==> src/rtl/id_ex_pipe.sv <==
// ID/EX pipeline register with load-use hazard detection, bubble insertion, flush and hold.
// Optional macro ID_EX_HAZ_STATS_EN adds saturating load-use and flush event counters.
module id_ex_pipe #(
    parameter int DATA_W  = 32,
    parameter int REG_W   = 5,
    parameter int ALUOP_W = 4
) (
    input  logic               iClk,
    input  logic               iReset,
    input  logic               iID_Valid,
    input  logic [REG_W-1:0]   iID_Rs,
    input  logic [REG_W-1:0]   iID_Rt,
    input  logic [REG_W-1:0]   iID_Rd,
    input  logic               iID_UsesRt,
    input  logic [DATA_W-1:0]  iID_RsData,
    input  logic [DATA_W-1:0]  iID_RtData,
    input  logic [DATA_W-1:0]  iID_Imm,
    input  logic               iID_RegWr,
    input  logic               iID_MemRd,
    input  logic               iID_MemWr,
    input  logic               iID_MemToReg,
    input  logic               iID_AluSrc,
    input  logic               iID_RegDst,
    input  logic [ALUOP_W-1:0] iID_AluOp,
    input  logic               iFlush,
    input  logic               iHold,
    output logic [REG_W-1:0]   oID_EX_ppRs,
    output logic [REG_W-1:0]   oID_EX_ppRt,
    output logic [REG_W-1:0]   oID_EX_ppRd,
    output logic [DATA_W-1:0]  oID_EX_ppRsData,
    output logic [DATA_W-1:0]  oID_EX_ppRtData,
    output logic [DATA_W-1:0]  oID_EX_ppImm,
    output logic               oID_EX_ppRegWr,
    output logic               oID_EX_ppMemRd,
    output logic               oID_EX_ppMemWr,
    output logic               oID_EX_ppMemToReg,
    output logic               oID_EX_ppAluSrc,
    output logic               oID_EX_ppRegDst,
    output logic [ALUOP_W-1:0] oID_EX_ppAluOp,
    output logic               oID_EX_ppValid,
    output logic               oLoadUseStall
`ifdef ID_EX_HAZ_STATS_EN
    ,
    output logic [15:0]        oStatLoadUse,
    output logic [15:0]        oStatFlush
`endif
);

    typedef struct packed {
        logic               valid;
        logic               reg_wr;
        logic               mem_rd;
        logic               mem_wr;
        logic               mem_to_reg;
        logic               alu_src;
        logic               reg_dst;
        logic [ALUOP_W-1:0] alu_op;
        logic [REG_W-1:0]   rs;
        logic [REG_W-1:0]   rt;
        logic [REG_W-1:0]   rd;
        logic [DATA_W-1:0]  rs_data;
        logic [DATA_W-1:0]  rt_data;
        logic [DATA_W-1:0]  imm;
    } id_ex_t;

    id_ex_t pp_q, pp_d;
    id_ex_t id_pkt, bubble_pkt;
    logic   haz;

    // A load in EX whose destination is read by the instruction in ID; $zero never conflicts.
    assign haz = pp_q.valid & pp_q.mem_rd & (pp_q.rt != '0) & iID_Valid &
                 ((pp_q.rt == iID_Rs) | (iID_UsesRt & (pp_q.rt == iID_Rt)));

    assign oLoadUseStall = haz & ~iFlush & ~iHold;

    // NOTE: every variable in this block gets a default first, so no latch can be inferred.
    always_comb begin
        id_pkt            = '0;
        id_pkt.valid      = iID_Valid;
        id_pkt.reg_wr     = iID_RegWr    & iID_Valid;
        id_pkt.mem_rd     = iID_MemRd    & iID_Valid;
        id_pkt.mem_wr     = iID_MemWr    & iID_Valid;
        id_pkt.mem_to_reg = iID_MemToReg & iID_Valid;
        id_pkt.alu_src    = iID_AluSrc   & iID_Valid;
        id_pkt.reg_dst    = iID_RegDst   & iID_Valid;
        id_pkt.alu_op     = iID_AluOp    & {ALUOP_W{iID_Valid}};
        id_pkt.rs         = iID_Rs;
        id_pkt.rt         = iID_Rt;
        id_pkt.rd         = iID_Rd;
        id_pkt.rs_data    = iID_RsData;
        id_pkt.rt_data    = iID_RtData;
        id_pkt.imm        = iID_Imm;

        // Bubble keeps the operand fields but carries no architectural effect.
        bubble_pkt            = id_pkt;
        bubble_pkt.valid      = 1'b0;
        bubble_pkt.reg_wr     = 1'b0;
        bubble_pkt.mem_rd     = 1'b0;
        bubble_pkt.mem_wr     = 1'b0;
        bubble_pkt.mem_to_reg = 1'b0;
        bubble_pkt.alu_src    = 1'b0;
        bubble_pkt.reg_dst    = 1'b0;
        bubble_pkt.alu_op     = '0;

        pp_d = pp_q;
        if (iFlush) begin
            pp_d = bubble_pkt;
        end else if (iHold) begin
            pp_d = pp_q;
        end else if (haz) begin
            pp_d = bubble_pkt;
        end else begin
            pp_d = id_pkt;
        end
    end

    // NOTE: sequential state uses non-blocking assignments so every flop samples pre-edge values.
    always_ff @(posedge iClk or posedge iReset) begin
        if (iReset) begin
            pp_q <= '0;
        end else begin
            pp_q <= pp_d;
        end
    end

    assign oID_EX_ppValid    = pp_q.valid;
    assign oID_EX_ppRegWr    = pp_q.reg_wr;
    assign oID_EX_ppMemRd    = pp_q.mem_rd;
    assign oID_EX_ppMemWr    = pp_q.mem_wr;
    assign oID_EX_ppMemToReg = pp_q.mem_to_reg;
    assign oID_EX_ppAluSrc   = pp_q.alu_src;
    assign oID_EX_ppRegDst   = pp_q.reg_dst;
    assign oID_EX_ppAluOp    = pp_q.alu_op;
    assign oID_EX_ppRs       = pp_q.rs;
    assign oID_EX_ppRt       = pp_q.rt;
    assign oID_EX_ppRd       = pp_q.rd;
    assign oID_EX_ppRsData   = pp_q.rs_data;
    assign oID_EX_ppRtData   = pp_q.rt_data;
    assign oID_EX_ppImm      = pp_q.imm;

`ifdef ID_EX_HAZ_STATS_EN
    logic [15:0] stat_load_q, stat_flush_q;
    logic        load_evt, flush_evt;

    assign load_evt  = oLoadUseStall;
    assign flush_evt = iFlush & ~iHold & (pp_q.valid | iID_Valid);

    always_ff @(posedge iClk or posedge iReset) begin
        if (iReset) begin
            stat_load_q  <= '0;
            stat_flush_q <= '0;
        end else begin
            if (load_evt && (stat_load_q != 16'hFFFF)) begin
                stat_load_q <= stat_load_q + 16'd1;
            end
            if (flush_evt && (stat_flush_q != 16'hFFFF)) begin
                stat_flush_q <= stat_flush_q + 16'd1;
            end
        end
    end

    assign oStatLoadUse = stat_load_q;
    assign oStatFlush   = stat_flush_q;
`endif

endmodule

==> config.mk <==
export PLATFORM = sky130hd
export DESIGN_NAME = id_ex_pipe
export DESIGN_NICKNAME = d
export VERILOG_FILES = /design/src/rtl/id_ex_pipe.sv
export SDC_FILE = /design/constraint.sdc
export NUM_CORES = 1
export LEC_CHECK = 0
export BUFFER_PORTS_ARGS = -buffer_cell sky130_fd_sc_hd__buf_2
export CELL_PAD_IN_SITES_DETAIL_PLACEMENT = 0
export CELL_PAD_IN_SITES_GLOBAL_PLACEMENT = 1
export CORE_UTILIZATION = 34
export DETAILED_ROUTE_END_ITERATION = 7
export GPL_TIMING_DRIVEN = 0
export PLACE_DENSITY_LB_ADDON = 0.25
export SYNTH_ARGS = -nofsm -noshare
export SYNTH_HDL_FRONTEND = slang
export SYNTH_SLANG_ARGS = --single-unit
==> constraint.sdc <==
create_clock -name iClk -period 8.3 [get_ports iClk]
set_input_delay 2.49 -clock iClk [delete_from_list [all_inputs] [get_ports iClk]]
set_output_delay 2.49 -clock iClk [all_outputs]
set_load 0.02 [all_outputs]
==> results of run 1 <==
[logic make-up (layout without fill, tap and decap cells)]
group,after synthesis,in the layout
compound gates,24,24
flops,122,122
xor+xnor,10,10
buf+inv,32,314
simple gates,352,352
[registers in the layout (all words and copies together) (netlist names)]
name	flops
oID_EX_ppRd	5
oID_EX_ppAluSrc	1
oID_EX_ppImm	32
oID_EX_ppMemToReg	1
oID_EX_ppRsData	32
oID_EX_ppMemWr	1
oID_EX_ppRs	5
oID_EX_ppMemRd	1
oID_EX_ppRegDst	1
oID_EX_ppRt	5
oID_EX_ppRtData	32
oID_EX_ppAluOp	4
oID_EX_ppValid	1
oID_EX_ppRegWr	1
[cells in the mapped netlist, drive strengths merged]
| master | n | area (µm²) |
|---|---|---|
| nand2 | 345 | 1290 |
| dfrtp | 122 | 3050 |
| clkbuf | 20 | 78.8 |
| o21ai | 11 | 55.1 |
| a32oi | 10 | 87.6 |
| buf | 10 | 56.3 |
| xnor2 | 10 | 87.6 |
| inv | 2 | 7.51 |
| a22oi | 1 | 7.51 |
| nand2b | 1 | 6.26 |
| nand3 | 1 | 5.00 |
| nand4 | 1 | 6.26 |
| nor2b | 1 | 6.26 |
| nor3b | 1 | 7.51 |
| nor4b | 1 | 8.76 |
| o2111ai | 1 | 15.0 |
| o22ai | 1 | 6.26 |
| or4 | 1 | 7.51 |
[worst paths after layout]
| path | startpoint | endpoint | cells past startpoint |
|---|---|---|---|
| worst min-delay path | oID_EX_ppRtData[20] | oID_EX_ppRtData[20] | 2 |
| worst max-delay path | iID_Rt[1] | oLoadUseStall | 6 |
| worst max register to register | oID_EX_ppRt[1] | oID_EX_ppRegWr | 5 |
| min in group asynchronous | iReset | oID_EX_ppRtData[29] | 2 |
| worst min register to register | oID_EX_ppRtData[20] | oID_EX_ppRtData[20] | 2 |
| max in group asynchronous | iReset | oID_EX_ppRegDst | 3 |
[power breakdown]
group | leakage (nW) | switching, mW | internal, mW
Sequential | 1.47 | 0.0274 | 0.644
Combinational | 2.14 | 0.158 | 0.0870
Clock | 0.326 | 0.262 | 0.578
[layout by cell type, fill, tap and decap left out]
cell type and count:
clkbuf_1 20, o21ai_0 11, clkinv_4 1, a32oi_1 10, inv_6 1, or4_1 1, clkbuf_4 1, nand4_1 1
nand3_1 1, nor2b_1 1, buf_2 258, nand2_1 345, dfrtp_1 122, clkinv_2 3, xnor2_1 10, inv_1 1
clkbuf_8 2, buf_6 1, buf_16 1, clkbuf_16 17, clkinvlp_4 2, bufinv_16 6, o22ai_1 1, nor4b_1 1
o2111ai_2 1, a22oi_1 1, nand2b_1 1, nor3b_1 1
[worst reg2reg max path: cells and delay by family, from the launching register on]
kind	cells	cell delay, ps
buffers and inverters	1	190
flip-flops	1	440
AO/OA/AOI/OAI	3	450
AND/OR/NAND/NOR	1	580
[through the flow]
step / cell area [µm²] / hold slack, ps / cells
floorplan: 4800 / 575 / 540
global placement: 6270 / 445 / 969
detailed placement: 6300 / 450 / 970
CTS: 6980 / 462 / 1002
global route: 6980 / 473 / 1002
finish: 6980 / 457 / 1002
[cell type report]
type | count | area, µm²
fillers | 1368 | 6850
well taps | 180 | 225
flip-flops and latches | 122 | 3050
plain buffers | 30 | 135
clock buffers | 20 | 457
inverters | 2 | 12.5
repair buffers | 250 | 1270
multi-input cells | 386 | 1600
clock inverters | 12 | 219
[routing by layer]
metal / GRT usage / up-vias / wire [µm]
met5: 0 / - / 0
met4: 0.0725 / 0 / 251
met3: 0.0750 / 19 / 1250
met2: 0.314 / 193 / 6470
met1: 0.237 / 2094 / 5710
li1: - / 2213 / -
==> flow_summary.json, run 1 <==
{
  "cp_slowest_stage_delay_ps": 340,
  "setup_viol": 0,
  "worstMarginPinSlew_ps": 728,
  "viasPerCell": 4.51,
  "critical_path_required_ps": 5810,
  "ios": 250,
  "ys_warn_count": 0,
  "avgSynthCellArea_um2": 8.88,
  "peakVddDrop_uv": 158,
  "drcViolationCount": 0,
  "cts_buffer_depth": 2,
  "ys_seq_elements": 122,
  "grt_pass1_vias": 4413,
  "core_um2": 13800,
  "syn_area_um2": 4800,
  "holdBufCountCts": 0,
  "die_h_um": 121,
  "first_iter_violations": 202,
  "path_clk_slew_ps": 60,
  "synthMuxAreaShare": 0,
  "path_class": "in -> out",
  "powerDensity_nw_per_um2": 252,
  "grt_use_total": 0.195,
  "r2r_slack_ps": 6560,
  "synth_top_family_by_area": "simple AND/OR/NAND/NOR gates",
  "num_rows": 43,
  "grt_max_degree": 85,
  "slowest_stage": "nor4b_1",
  "final.period_utilization": 0.749,
  "path_common_cell": "buf_2",
  "hpwlAfterDp_mm": 10.1,
  "synth_nets": 667,
  "cts.sinks": 122,
  "worst_setup_path_start_kind": "input pin",
  "finalMaxSlewViolations": 0,
  "finalHoldViolCount": 0,
  "initial_utilization": 0.347,
  "synthXorXnorAreaFrac": 0.0183,
  "syn_to_final_growth_pct": 45.4,
  "period_needed_ps": 6210,
  "hold_path.class": "reg -> reg",
  "synth_compound_area_frac": 0.0357,
  "clk_latency_ps": 410,
  "drive_above_1_share": 0.358,
  "maxSlewHeadroom": 0.515,
  "final_util": 0.505,
  "die_w_um": 121,
  "vias": 4519,
  "timing.final.ws_setup_ps": 2090,
  "p_total_mw": 1.76,
  "drtAntennaViolNets": 0,
  "port_buffers": 249,
  "cts_setup_buffers": 0,
  "grt_remaining_overflow": 0,
  "grt_pass1_wl_mm": 21.8,
  "timing.setup.tns_ps": 0,
  "synth_cell_types": 20,
  "ctsResizeCount": 0,
  "h-tree-depth": 4,
  "cap_violations": 0,
  "die_area_um2": 14600,
  "synthSimpleGateAreaFrac": 0.280,
  "cts_tree": "built",
  "cts_inserted_buffers": 17,
  "finClkSkew_ps": 5.83,
  "endpoint_kind": "primary output",
  "synthAdderAreaFrac": 0,
  "crit_arrival_ps": 3720,
  "antenna_found_initial": 0,
  "crit_path_cell_trace": "buf_2 > xnor2_1 > nand4_1 > o22ai_1 > nor4b_1 > buf_2",
  "path_buf_inv": 2,
  "fmax_mhz": 161,
  "path_delay_family": "simple AND/OR/NAND/NOR gates",
  "gp_congestion": 0.802,
  "status": "finished clean",
  "p_leak_nw": 3.94,
  "clockRootBuffer": "clkbuf_16",
  "worstPathMaxFanout": 3,
  "totalWireLength_mm": 13.7,
  "pre_cts_slack_ps": 2140,
  "diodes": 0,
  "syn_inst": 540,
  "rsz0062_at_grt": "false",
  "drt-wirelength-per-cell_um": 13.7,
  "synth_seq_area_share": 0.636,
  "layout.nets": 936,
  "first_pass_iters": 4
}
No activity file was read; power rests on OpenSTA's default activity.
==> inputs of run 2 (changes only) <==
Settings changed: CORE_UTILIZATION 34 to 32.
Clock period 8.3 ns to 5.84 ns, I/O delays scaled along.
==> run 2 against run 1 <==
Effect of this change:
- setup slack worse by 920 ps
- critical endpoint unchanged
- utilization shrank 3.3 points
- sequential power is 42% higher
- highest routed layer unchanged
- power up 32%
==> flow_summary.json, run 2 (synthesis results as in run 1) <==
{
  "cp_slowest_stage_delay_ps": 290,
  "totalWireLength_mm": 13.7,
  "status": "finished clean",
  "cts_tree": "built",
  "final.period_utilization": 0.800,
  "path_clk_slew_ps": 50,
  "ios": 250,
  "cts.sinks": 122,
  "crit_arrival_ps": 2920,
  "powerDensity_nw_per_um2": 336,
  "reg2reg_depth": 5,
  "r2r_slack_ps": 4110,
  "setup_viol": 0,
  "hpwlAfterDp_mm": 10.3,
  "first_pass_iters": 4,
  "drcViolationCount": 0,
  "hold_path.class": "reg -> reg",
  "endpoint_kind": "primary output",
  "grt_max_degree": 75,
  "internal-power_mw": 1.69,
  "port_buffers": 249,
  "gp_congestion": 0.749,
  "slowest_stage": "o22ai_1",
  "ctsResizeCount": 0,
  "finalMaxSlewViolations": 0,
  "grt_pass1_vias": 4369,
  "maxSlewHeadroom": 0.469,
  "grt_remaining_overflow": 0,
  "dpl_cell_area_um2": 6310,
  "p_total_mw": 2.31,
  "antenna_found_initial": 0,
  "swShare": 0.270,
  "cts_setup_buffers": 0,
  "die_h_um": 124,
  "timing.setup.tns_ps": 0,
  "worstMarginPinSlew_ps": 796,
  "power_frac_comb": 0.150,
  "first_iter_violations": 171,
  "worstPathMaxFanout": 3,
  "final_cell_mix": "345 x nand2_1, 258 x buf_2, 122 x dfrtp_1",
  "rsz0062_at_grt": "false",
  "reg2reg_to": "oID_EX_ppMemWr",
  "crit_path_cell_trace": "buf_2 > xnor2_1 > nand3_1 > o22ai_1 > nor4b_1 > buf_2",
  "clock_power_share": 0.437,
  "h-tree-depth": 4,
  "period_needed_ps": 4670,
  "power_frac_seq": 0.413,
  "viasPerCell": 4.42,
  "drt-wirelength-per-cell_um": 13.7,
  "finClkSkew_ps": 3.00,
  "clockRootBuffer": "clkbuf_16",
  "die_area_um2": 15500,
  "initial_utilization": 0.329,
  "drtAntennaViolNets": 0,
  "clk_latency_ps": 410,
  "cap_violations": 0,
  "die_w_um": 124,
  "peakVddDrop_uv": 169,
  "path_common_cell": "buf_2",
  "critical_path_required_ps": 4090,
  "hold_depth": 2,
  "final_common_cell": "nand2_1",
  "finalHoldViolCount": 0,
  "drive_above_1_share": 0.356,
  "path_class": "in -> out",
  "cts_buffer_depth": 2,
  "grt_use_total": 0.184,
  "num_rows": 44,
  "vias": 4447,
  "fmax_mhz": 214,
  "diodes": 0,
  "layout.nets": 936,
  "final_area_um2": 6880,
  "hold_end": "oID_EX_ppRd[2]",
  "worst_setup_path_start_kind": "input pin",
  "syn_to_final_growth_pct": 43.5,
  "cts_inserted_buffers": 17,
  "grt_pass1_wl_mm": 22.4,
  "core_um2": 14600,
  "min-delay-start": "oID_EX_ppRd[2]",
  "p_leak_nw": 3.90,
  "holdBufCountCts": 0,
  "switching_power_uw": 624,
  "r2r_start": "oID_EX_ppRt[1]"
}
[run 2: cell count changes in the layout (fill, tap and decap cells not counted), sizes merged]
cell / delta
bufinv: -5
clkbuf: +5
clkinv: +1
clkinvlp: -1
[run 2: per-stage QoR]
| step | setup WS, ps | utilization | std cells | hold WS, ps |
|---|---|---|---|---|
| 2_1_floorplan | 845 | - | 540 | 575 |
| 3_3_place_gp | -593 | 0.430 | 973 | 444 |
| 3_5_place_dp | 1140 | 0.432 | 974 | 451 |
| 4_1_cts | 1130 | 0.472 | 1006 | 463 |
| 5_1_grt | 1060 | 0.472 | 1006 | 474 |
| 6_report | 1170 | 0.472 | 1006 | 456 |
[run 2: final cells by class]
type | count | area (µm²)
Clock inverter | 7 | 62.6
Fill cell | 1490 | 7700
Clock buffer | 25 | 515
Tap cell | 184 | 230
Sequential cell | 122 | 3050
Inverter | 2 | 12.5
Buffer | 30 | 135
Timing Repair Buffer | 250 | 1270
Multi-Input combinational cell | 386 | 1600
[run 2: critical path: cells and delay by family]
kind,cells,cell delay [ps]
and+or+nand+nor,2,370
AOI/OAI and AO/OA,1,290
xor gates and xnor gates,1,160
buffers and inverters,2,340
[run 2: metal layers]
layer / track usage / part of all wire / wire, µm
met1: 0.223 / 0.43 / 5900
met3: 0.0765 / 0.082 / 1130
met5: 0 / 0 / 0
met2: 0.292 / 0.47 / 6420
met4: 0.0695 / 0.020 / 278
[run 2: worst max-delay path by stage]
stage | from | end | slack [ps] | depth (start not counted)
after detailed placement | iID_Rs[4] | oLoadUseStall | 1140 | 6
after global placement | iReset | oID_EX_ppRsData[2] | -590 | 2
after global routing | iID_Rt[1] | oLoadUseStall | 1060 | 6
after floorplan | iReset | oID_EX_ppAluOp[0] | 850 | 1
final | iID_Rs[4] | oLoadUseStall | 1170 | 6
after CTS | iID_Rs[4] | oLoadUseStall | 1130 | 6
[run 2: power by group through the flow]
stage / registers, mW / logic [mW] / clock network (mW)
5_1_grt: 0.964 / 0.383 / 1.07
3_5_place_dp: 0.969 / 0.355 / 0
4_1_cts: 0.956 / 0.355 / 1.03
2_1_floorplan: 1.06 / 0.108 / 0
6_report: 0.955 / 0.348 / 1.01
3_3_place_gp: 0.966 / 0.347 / 0
